**config.mk**
```make
export PLATFORM = sky130hd
export DESIGN_NAME = line_cmd_ctrl_flat
export DESIGN_NICKNAME = d
export VERILOG_FILES = /design/src/rtl/line_cmd_if.sv /design/src/rtl/line_cmd_ctrl.sv /design/src/flat_wrapper.sv
export SDC_FILE = /design/constraint.sdc
export NUM_CORES = 1
export LEC_CHECK = 0
export CAP_MARGIN = 0
export CELL_PAD_IN_SITES_DETAIL_PLACEMENT = 0
export CELL_PAD_IN_SITES_GLOBAL_PLACEMENT = 2
export CORE_UTILIZATION = 30
export CTS_CLUSTER_DIAMETER = 120
export DETAILED_ROUTE_END_ITERATION = 8
export HOLD_SLACK_MARGIN = 0.08
export PLACE_DENSITY = 0.62
export SETUP_SLACK_MARGIN = 0.02
export SLEW_MARGIN = 20
export SYNTH_ARGS = -nofsm -noshare
export SYNTH_HDL_FRONTEND = slang
export SYNTH_SLANG_ARGS = --single-unit
```
**constraint.sdc**
```tcl
create_clock -name clk -period 5.2 [get_ports clk]
set_input_delay 1.3 -clock clk [delete_from_list [all_inputs] [get_ports clk]]
set_output_delay 1.3 -clock clk [all_outputs]
set_load 0.01 [all_outputs]
```
**src/rtl/line_cmd_if.sv**
```systemverilog
// Bus bundle between the line command controller, the CPU MMIO port and the line engine.
// The master modport is the CPU/engine side; the slave modport is the controller.
interface line_cmd_if;
  logic        mmio_we;
  logic        mmio_re;
  logic [3:0]  mmio_addr;
  logic [31:0] mmio_wdata;
  logic [31:0] mmio_rdata;
  logic        le_valid;
  logic        le_ready;
  logic [31:0] le_color;
  logic [9:0]  le_x0;
  logic [9:0]  le_y0;
  logic [9:0]  le_x1;
  logic [9:0]  le_y1;
  logic [31:0] le_fb_base;
  logic        le_done;
  logic        irq;

  modport master (
    output mmio_we, mmio_re, mmio_addr, mmio_wdata, le_ready, le_done,
    input  mmio_rdata, le_valid, le_color, le_x0, le_y0, le_x1, le_y1, le_fb_base, irq
  );

  modport slave (
    input  mmio_we, mmio_re, mmio_addr, mmio_wdata, le_ready, le_done,
    output mmio_rdata, le_valid, le_color, le_x0, le_y0, le_x1, le_y1, le_fb_base, irq
  );
endinterface

```
**src/rtl/line_cmd_ctrl.sv**
```systemverilog
// MMIO staging registers, command FIFO and one-at-a-time dispatcher for the line engine.
// Commands are issued with valid/ready and the next one waits for the engine's done pulse.
module line_cmd_ctrl #(
    parameter int DEPTH = 4,
    parameter int CW    = 3
) (
    input logic     clk,
    input logic     rst,
    line_cmd_if.slave bus
);

    localparam int AW = $clog2(DEPTH);

    typedef struct packed {
        logic [31:0] color;
        logic [9:0]  x0;
        logic [9:0]  y0;
        logic [9:0]  x1;
        logic [9:0]  y1;
        logic [31:0] fb_base;
    } cmd_t;

    typedef enum logic [1:0] {IDLE, ISSUE, BUSY} state_t;

    typedef enum logic [3:0] {
        A_COLOR  = 4'd0,
        A_START  = 4'd1,
        A_END    = 4'd2,
        A_FBBASE = 4'd3,
        A_COMMIT = 4'd4,
        A_STATUS = 4'd5,
        A_CTRL   = 4'd6
    } addr_t;

    cmd_t          stage;
    cmd_t          le_cmd;
    cmd_t          mem [DEPTH];
    logic [AW-1:0] wr_ptr;
    logic [AW-1:0] rd_ptr;
    logic [CW-1:0] cnt;
    logic          ovf;
    logic          irq_en;
    logic [31:0]   rdata;
    logic [31:0]   rd_word;
    logic [31:0]   status_word;
    state_t        state;
    state_t        state_d;
    logic          pop;
    logic          full;
    logic          empty;
    logic          commit;
    logic          push;

    assign full   = (cnt == CW'(DEPTH));
    assign empty  = (cnt == '0);
    assign commit = bus.mmio_we && (bus.mmio_addr == A_COMMIT);
    // Fullness is judged on the cycle-start count, so a pop in the same cycle never rescues a commit.
    assign push   = commit && !full;

    // NOTE: the FSM next-state block assigns every output a default first so no latch is inferred.
    always_comb begin
        state_d = state;
        pop     = 1'b0;
        case (state)
            IDLE:  if (!empty) begin
                       pop     = 1'b1;
                       state_d = ISSUE;
                   end
            ISSUE: if (bus.le_ready) state_d = BUSY;
            BUSY:  if (bus.le_done)  state_d = IDLE;
            default: state_d = IDLE;
        endcase
    end

    // NOTE: sequential state uses non-blocking assignments only; reset is synchronous and active-low.
    always_ff @(posedge clk) begin
        if (!rst) begin
            state  <= IDLE;
            le_cmd <= '0;
            wr_ptr <= '0;
            rd_ptr <= '0;
            cnt    <= '0;
        end else begin
            state <= state_d;
            if (pop) begin
                le_cmd <= mem[rd_ptr];
                rd_ptr <= rd_ptr + AW'(1);
            end
            if (push) wr_ptr <= wr_ptr + AW'(1);
            cnt <= cnt + CW'(push) - CW'(pop);
        end
    end

    // NOTE: FIFO storage carries no reset; the pointers and count alone define which entries are live.
    always_ff @(posedge clk) begin
        if (push) mem[wr_ptr] <= stage;
    end

    always_ff @(posedge clk) begin
        if (!rst) begin
            stage  <= '0;
            ovf    <= 1'b0;
            irq_en <= 1'b0;
        end else begin
            if (bus.mmio_we) begin
                case (bus.mmio_addr)
                    A_COLOR:  stage.color   <= bus.mmio_wdata;
                    A_START:  begin
                                  stage.x0 <= bus.mmio_wdata[25:16];
                                  stage.y0 <= bus.mmio_wdata[9:0];
                              end
                    A_END:    begin
                                  stage.x1 <= bus.mmio_wdata[25:16];
                                  stage.y1 <= bus.mmio_wdata[9:0];
                              end
                    A_FBBASE: stage.fb_base <= bus.mmio_wdata;
                    A_STATUS: if (bus.mmio_wdata[8]) ovf <= 1'b0;
                    A_CTRL:   irq_en <= bus.mmio_wdata[0];
                    default:  ;
                endcase
            end
            if (commit && full) ovf <= 1'b1;
        end
    end

    always_comb begin
        status_word            = '0;
        status_word[0]         = (state != IDLE);
        status_word[1]         = empty;
        status_word[2]         = full;
        status_word[CW+3:4]    = cnt;
        status_word[8]         = ovf;
    end

    always_comb begin
        rd_word = '0;
        case (bus.mmio_addr)
            A_COLOR:  rd_word = stage.color;
            A_START:  rd_word = {6'd0, stage.x0, 6'd0, stage.y0};
            A_END:    rd_word = {6'd0, stage.x1, 6'd0, stage.y1};
            A_FBBASE: rd_word = stage.fb_base;
            A_STATUS: rd_word = status_word;
            A_CTRL:   rd_word = {31'd0, irq_en};
            default:  rd_word = '0;
        endcase
    end

    always_ff @(posedge clk) begin
        if (!rst)             rdata <= '0;
        else if (bus.mmio_re) rdata <= rd_word;
    end

    assign bus.mmio_rdata = rdata;
    assign bus.le_valid   = (state == ISSUE);
    assign bus.le_color   = le_cmd.color;
    assign bus.le_x0      = le_cmd.x0;
    assign bus.le_y0      = le_cmd.y0;
    assign bus.le_x1      = le_cmd.x1;
    assign bus.le_y1      = le_cmd.y1;
    assign bus.le_fb_base = le_cmd.fb_base;
    assign bus.irq        = irq_en && empty && (state == IDLE);

endmodule
```
**src/flat_wrapper.sv**
```systemverilog
// flat-port wrapper written by rule: the top's interface ports become plain ports
module line_cmd_ctrl_flat 
#(
    parameter int DEPTH = 4,
    parameter int CW    = 3
)
  (clk, rst, bus_mmio_we, bus_mmio_re, bus_mmio_addr, bus_mmio_wdata, bus_le_ready, bus_le_done, bus_mmio_rdata, bus_le_valid, bus_le_color, bus_le_x0, bus_le_y0, bus_le_x1, bus_le_y1, bus_le_fb_base, bus_irq);
  line_cmd_if bus_i ();
  input logic clk;
  input logic rst;
  input wire logic [$bits(bus_i.mmio_we)-1:0] bus_mmio_we;
  input wire logic [$bits(bus_i.mmio_re)-1:0] bus_mmio_re;
  input wire logic [$bits(bus_i.mmio_addr)-1:0] bus_mmio_addr;
  input wire logic [$bits(bus_i.mmio_wdata)-1:0] bus_mmio_wdata;
  input wire logic [$bits(bus_i.le_ready)-1:0] bus_le_ready;
  input wire logic [$bits(bus_i.le_done)-1:0] bus_le_done;
  output wire logic [$bits(bus_i.mmio_rdata)-1:0] bus_mmio_rdata;
  output wire logic [$bits(bus_i.le_valid)-1:0] bus_le_valid;
  output wire logic [$bits(bus_i.le_color)-1:0] bus_le_color;
  output wire logic [$bits(bus_i.le_x0)-1:0] bus_le_x0;
  output wire logic [$bits(bus_i.le_y0)-1:0] bus_le_y0;
  output wire logic [$bits(bus_i.le_x1)-1:0] bus_le_x1;
  output wire logic [$bits(bus_i.le_y1)-1:0] bus_le_y1;
  output wire logic [$bits(bus_i.le_fb_base)-1:0] bus_le_fb_base;
  output wire logic [$bits(bus_i.irq)-1:0] bus_irq;
  assign bus_i.mmio_we = bus_mmio_we;
  assign bus_i.mmio_re = bus_mmio_re;
  assign bus_i.mmio_addr = bus_mmio_addr;
  assign bus_i.mmio_wdata = bus_mmio_wdata;
  assign bus_i.le_ready = bus_le_ready;
  assign bus_i.le_done = bus_le_done;
  assign bus_mmio_rdata = bus_i.mmio_rdata;
  assign bus_le_valid = bus_i.le_valid;
  assign bus_le_color = bus_i.le_color;
  assign bus_le_x0 = bus_i.le_x0;
  assign bus_le_y0 = bus_i.le_y0;
  assign bus_le_x1 = bus_i.le_x1;
  assign bus_le_y1 = bus_i.le_y1;
  assign bus_le_fb_base = bus_i.le_fb_base;
  assign bus_irq = bus_i.irq;
  line_cmd_ctrl #(.DEPTH(DEPTH), .CW(CW)) u_core (.clk(clk), .rst(rst), .bus(bus_i));
endmodule
```
; ---- Word level (Yosys, flattened, before mapping)
; Memory sizes are Yosys's and may differ from the RTL's. A register that Yosys moved wholly into a read port is not among the register bits.
; Cells that the tools add are included.
[op_classes]
add_sub_neg = 4
eq_ne = 12
mux = 13
reduce_logical = 21
[op_table]
columns = operator, n
row1 = 32-bit case mux with 6 select lines, 1
row2 = 4-bit by 3-bit equality test with 1-bit output (second input constant), 3
row3 = 2-bit AND reduction, 5
row4 = 4-bit by 2-bit equality test with 1-bit output (second input constant), 2
row5 = 1-bit 2-to-1 mux, 8
row6 = 2-bit nonzero test, 4
row7 = 2-bit 2-to-1 mux, 3
row8 = 2-bit inequality test (second input constant), 3
row9 = 2-bit case mux with 3 select lines, 1
row10 = 3-bit AND reduction, 2
row11 = 1-bit logical AND, 5
row12 = 2-bit by 1-bit adder with 2-bit output (second input constant), 2
row13 = 4-bit by 1-bit equality test with 1-bit output (second input constant), 1
row14 = 4-bit zero test, 1
row15 = 3-bit by 1-bit adder with 3-bit output, 1
row16 = 3-bit equality test (second input constant), 1
row17 = 3-bit zero test, 1
row18 = 3-bit by 1-bit subtractor with 3-bit output, 1
row19 = 2-bit by 1-bit equality test with 1-bit output (second input constant), 1
row20 = 2-bit equality test (second input constant), 1
row21 = 1-bit zero test, 2
row22 = 2-bit zero test, 1
[word_totals]
regBits = 147
ram_bits = 416
in_bits = 42
out_inout_bits = 138
word_cells = 64
memories = 1
[memory_table]
columns = memory, words, width, rd, rd_ports_with_merged_regs, write_ports, line_no
row1 = u_core.mem, 4, 104, 1, 1, 1, line_cmd_ctrl.sv:37  ; cmd_t mem [DEPTH];

; ---- Logic depth before layout (Yosys ltp)
[depth]
ltp_word = 5
ltp_mapped = 11
ltp_nobuf = 10

; ---- Least setup slack after synthesis
; No wires, ideal clock.
[synth_timing]
kind = input to register
start = input bus_mmio_addr[2]
end = memory u_core.mem[2][0] (netlist bit), enable pin
setup_time_ns = 0.475
t_arrival_ns = 4.394
required_time_ns = 4.725
path_slack_ns = 0.331
path_stages = 4
n_path_buf = 1
cell_sequence = buf_2 > nand3b_1 > nor4_4 > and2_1
[synth_via]
elab_chain_cells = 5
[synth_lines]
columns = item, line_no
row1 = "start, declared", flat_wrapper.sv:13  ; input wire logic [$bits(bus_i.mmio_addr)-1:0] bus_mmio_addr;
row2 = 4-bit by 3-bit equality test with 1-bit output, line_cmd_ctrl.sv:56  ; assign commit = bus.mmio_we && (bus.mmio_addr == A_COMMIT);
row3 = 1-bit logical AND, line_cmd_ctrl.sv:56
row4 = 1-bit logical AND, line_cmd_ctrl.sv:58  ; assign push = commit && !full;
row5 = net u_core.push, line_cmd_ctrl.sv:52  ; logic push;
row6 = 1-bit 2-to-1 mux, line_cmd_ctrl.sv:96  ; if (push) mem[wr_ptr] <= stage;
row7 = 1-bit 2-to-1 mux (not written as such), line_cmd_ctrl.sv:96
row8 = "end, declared", line_cmd_ctrl.sv:37
; The timed path passes the listed nets, and every way through them passes these cells.

; ---- Worst setup path in the final report
[layout_timing]
start = register u_core.state[1]
end = output bus_irq
[layout_via]
elab_chain_cells = 2
[layout_lines]
columns = item, line_no
row1 = "start, declared", line_cmd_ctrl.sv:46  ; state_t state;
row2 = "start signal, assigned", line_cmd_ctrl.sv:84  ; state <= state_d;
row3 = 2-bit zero test, line_cmd_ctrl.sv:161  ; assign bus.irq = irq_en && empty && (state == IDLE);
row4 = 1-bit logical AND, line_cmd_ctrl.sv:161
row5 = "end, declared", flat_wrapper.sv:25  ; output wire logic [$bits(bus_i.irq)-1:0] bus_irq;
; Every way passes these cells.

==> run summary <==
====================================================================================================
Post-CTS setup buffers ................................................................            0
DIE WIDTH .............................................................................       291 um
Core area .............................................................................   82,400 um2
RSZ-0062 raised after global routing ..................................................           no
Number of antenna violations at the first check in global routing .....................            5
Die ar. ...............................................................................   84,800 um2
Count of vias placed by the detailed router ...........................................       14,512
Leading post-synthesis cells by cell area ............................................. edfxtp_1 50%, dfxtp_1 20%, mux4_2 9.6%
Cells after synthesis .................................................................        1,732
Endpoint class of the critical path ................................................... primary output
Result of the run .....................................................................    completed
Net count after synthesis .............................................................        1,781
Leak Pwr ..............................................................................      9.79 nW
Synthesized cell area .................................................................   25,100 um2
Maximum Capacitance Violations ........................................................            0
Critical Path RT ......................................................................      3.90 ns
Setup TNS .............................................................................         0 ns
Half-perimeter wire length after detailed placement ...................................      42.5 mm
FILL cells ............................................................................        7,735
Final design area excluding fillers ...................................................   30,600 um2
# port buffers ........................................................................          179
Core Util, Final ......................................................................        0.371
Remaining DRCs ........................................................................            0
Worst Setup Path Type ................................................................. register to primary output
First-pass GRT wire length ............................................................       101 mm
Wirelength per Cell ...................................................................      22.3 um
Vias in the first global route ........................................................       14,886
Worst slew margin relative to its limit ...............................................        0.270
Maximum VDD drop ......................................................................   0.000260 V
Cell Rows .............................................................................          105
Share of the clock period used by the worst path after layout .........................        0.691
Detail Route Antenna Nets .............................................................            0
Number of design-rule violations left by the first detailed-router iteration ..........          956
CTS tree ..............................................................................         done
Post-cts hold buffer count ............................................................            0
Maximum net fanout on the critical path ...............................................            4
Worst hold path class ................................................................. register to register
GR Overflow Total .....................................................................            0
CTS buffer count ......................................................................           77
Average via count per standard cell ...................................................         4.77
Slack of the critical path ............................................................      1.61 ns
Overall routed net length .............................................................      67.8 mm
Worst slack at placement ..............................................................      1.01 ns
Cell type contributing the most total cell area after synthesis .......................     edfxtp_1
Share of the synthesized area in the top cell type ....................................        0.498
Fraction of layout instances using a drive strength above 1 ...........................        0.138
Number of flops mapped to enable cells by yosys .......................................          416
Final worst hold slack ................................................................     0.450 ns
Number of placed I/O pins .............................................................          180
Count of cell types in the netlist ....................................................           44
Clk_lat worst skew ....................................................................      0.64 ns
Dominant synthesized flop cell ........................................................     edfxtp_1
Min Clock Period, post-route ..........................................................      3.59 ns
Final Skew ............................................................................    0.0311 ns
Average instance area after synthesis .................................................     14.5 um2
Total cell area at the placement stage ................................................   28,000 um2
Count of warnings emitted by yosys ....................................................            0
Data arrival time of the critical path ................................................      2.29 ns
Clock-pin slew reported for the worst setup and hold paths after clock tree synthesis .      0.05 ns
Growth of design area from synthesis to finish ........................................        21.9%
H-tree depth ..........................................................................            3
Final count of pins violating max slew ................................................            0
Y dimension of the die ................................................................       291 um
Sequential fraction of the synthesis area .............................................        0.698
Power per Cell Area ...................................................................   446 nW/um2
Post-CTS sizing .......................................................................            0
Number of buffers on the longest clock path ...........................................            3
Layout Nets ...........................................................................        1,953
Final hold violation count ............................................................            0
Maximum achievable frequency ..........................................................    0.278 GHz
Asr flop ratio synth ..................................................................            0
Setup-failing EPs final ...............................................................            0
Largest net degree at the start of global routing .....................................          206
Pin slew with the least headroom to its limit .........................................      1.09 ns
Overall global routing resource usage .................................................        0.160
RD Place Congestion ...................................................................        0.733
# clock sinks .........................................................................          667
Cell at the root of the clock tree ....................................................    clkbuf_16
Initial core utilization ..............................................................        0.304
Setup crit start kind .................................................................     register
Seq cells post-synth ..................................................................          667
Total iterations of the first detailed-routing run ....................................            4
====================================================================================================
## synth_stat cells, drive strengths merged (6+ instances only)
master / n
nand2: 452
ha: 6
and2: 12
o2bb2ai: 15
nor2: 6
a22oi: 30
mux2i: 19
edfxtp: 416
nor2b: 14
dfxtp: 251
clkbuf: 52
buf: 63
inv: 9
o21ai: 34
a21boi: 209
mux4: 107
## kinds of logic after synthesis
| group | share of synthesized area |
|---|---|
| XOR/XNOR | 0.00175 |
| adder cells (fa/ha/maj) | 0.00379 |
| AO/OA/AOI/OAI | 0.0862 |
| buffers and inverters | 0.0243 |
| flip-flops | 0.698 |
| AND/OR/NAND/NOR | 0.0820 |
| multiplexers | 0.104 |
## critical path: stages (launching register included)
cell and delay [ns]:
dfxtp_1 0.32, nor2_1 0.45, and3_1 0.34, clkdlybuf4s50_1 0.57
## registers in the layout, indices dropped and copies added (netlist names), 10 cells and up
register	cells
u_core.stage	104
u_core.bus.le_color	32
u_core.bus.mmio_rdata	32
u_core.bus.le_y0	10
u_core.mem	416
u_core.bus.le_fb_base	32
u_core.bus.le_x1	10
u_core.bus.le_x0	10
u_core.bus.le_y1	10
## cell type report
| type | count | area [um2] | share of cell area |
|---|---|---|---|
| Antenna cell | 1 | 2.50 | 0.0000818 |
| Clock buffer | 104 | 2070 | 0.0677 |
| Clock inverter | 40 | 479 | 0.0157 |
| Inverter | 9 | 36.3 | 0.00119 |
| Multi-Input combinational cell | 941 | 7000 | 0.229 |
| Sequential cell | 667 | 17500 | 0.573 |
| Tap cell | 1070 | 1340 | 0.0438 |
| Timing Repair Buffer | 208 | 2130 | 0.0697 |
## power breakdown
group          internal, mW  leakage (nW)  switching, mW
clock network          3.23          1.24           2.20
logic                 0.945          2.64           1.25
registers              5.78          5.91          0.234
## metrics by stage
stage	total power, mW	instances
2_1_floorplan	7.46	1732
3_3_place_gp	8.41	2895
3_5_place_dp	8.42	2895
4_1_cts	13.9	3039
5_1_grt	14.3	3039
6_report	13.6	3040
## per-layer routing
layer	global-route usage	share of wire	routed length, um
met2	0.259	0.47	31900
met5	0	0	0
met1	0.222	0.47	31700
met4	0.0496	0.020	1370
met3	0.0237	0.041	2780
## placed cells by master (no fill, tap or decap), drive strengths merged, types with 6 or more instances in the layout
cell type / netlist / layout
nand2: 452 / 452
edfxtp: 416 / 416
dfxtp: 251 / 251
a21boi: 209 / 209
clkdlybuf4s50: 0 / 177
mux4: 107 / 107
clkbuf: 52 / 104
o21ai: 34 / 34
buf: 63 / 31
a22oi: 30 / 30
clkinv: 0 / 24
mux2i: 19 / 19
o2bb2ai: 15 / 15
inv: 9 / 15
nor2b: 14 / 14
and2: 12 / 12
bufinv: 0 / 8
ha: 6 / 6
nor2: 6 / 6
## worst paths after layout
kind                                                            from                              endpoint  slack, ns  cells past startpoint
worst max-delay path                    u_core.state[1]$_SDFFE_PN0P_                               bus_irq       1.61                      3
worst min-delay path            u_core.bus.le_color[12]$_SDFFE_PN0P_  u_core.bus.le_color[12]$_SDFFE_PN0P_       0.45                      2
worst max register to register          u_core.state[1]$_SDFFE_PN0P_              u_core.cnt[2]$_SDFF_PN0_       1.98                     10
worst min register to register  u_core.bus.le_color[12]$_SDFFE_PN0P_  u_core.bus.le_color[12]$_SDFFE_PN0P_       0.45                      2
Power figures use the tool's default switching activity.
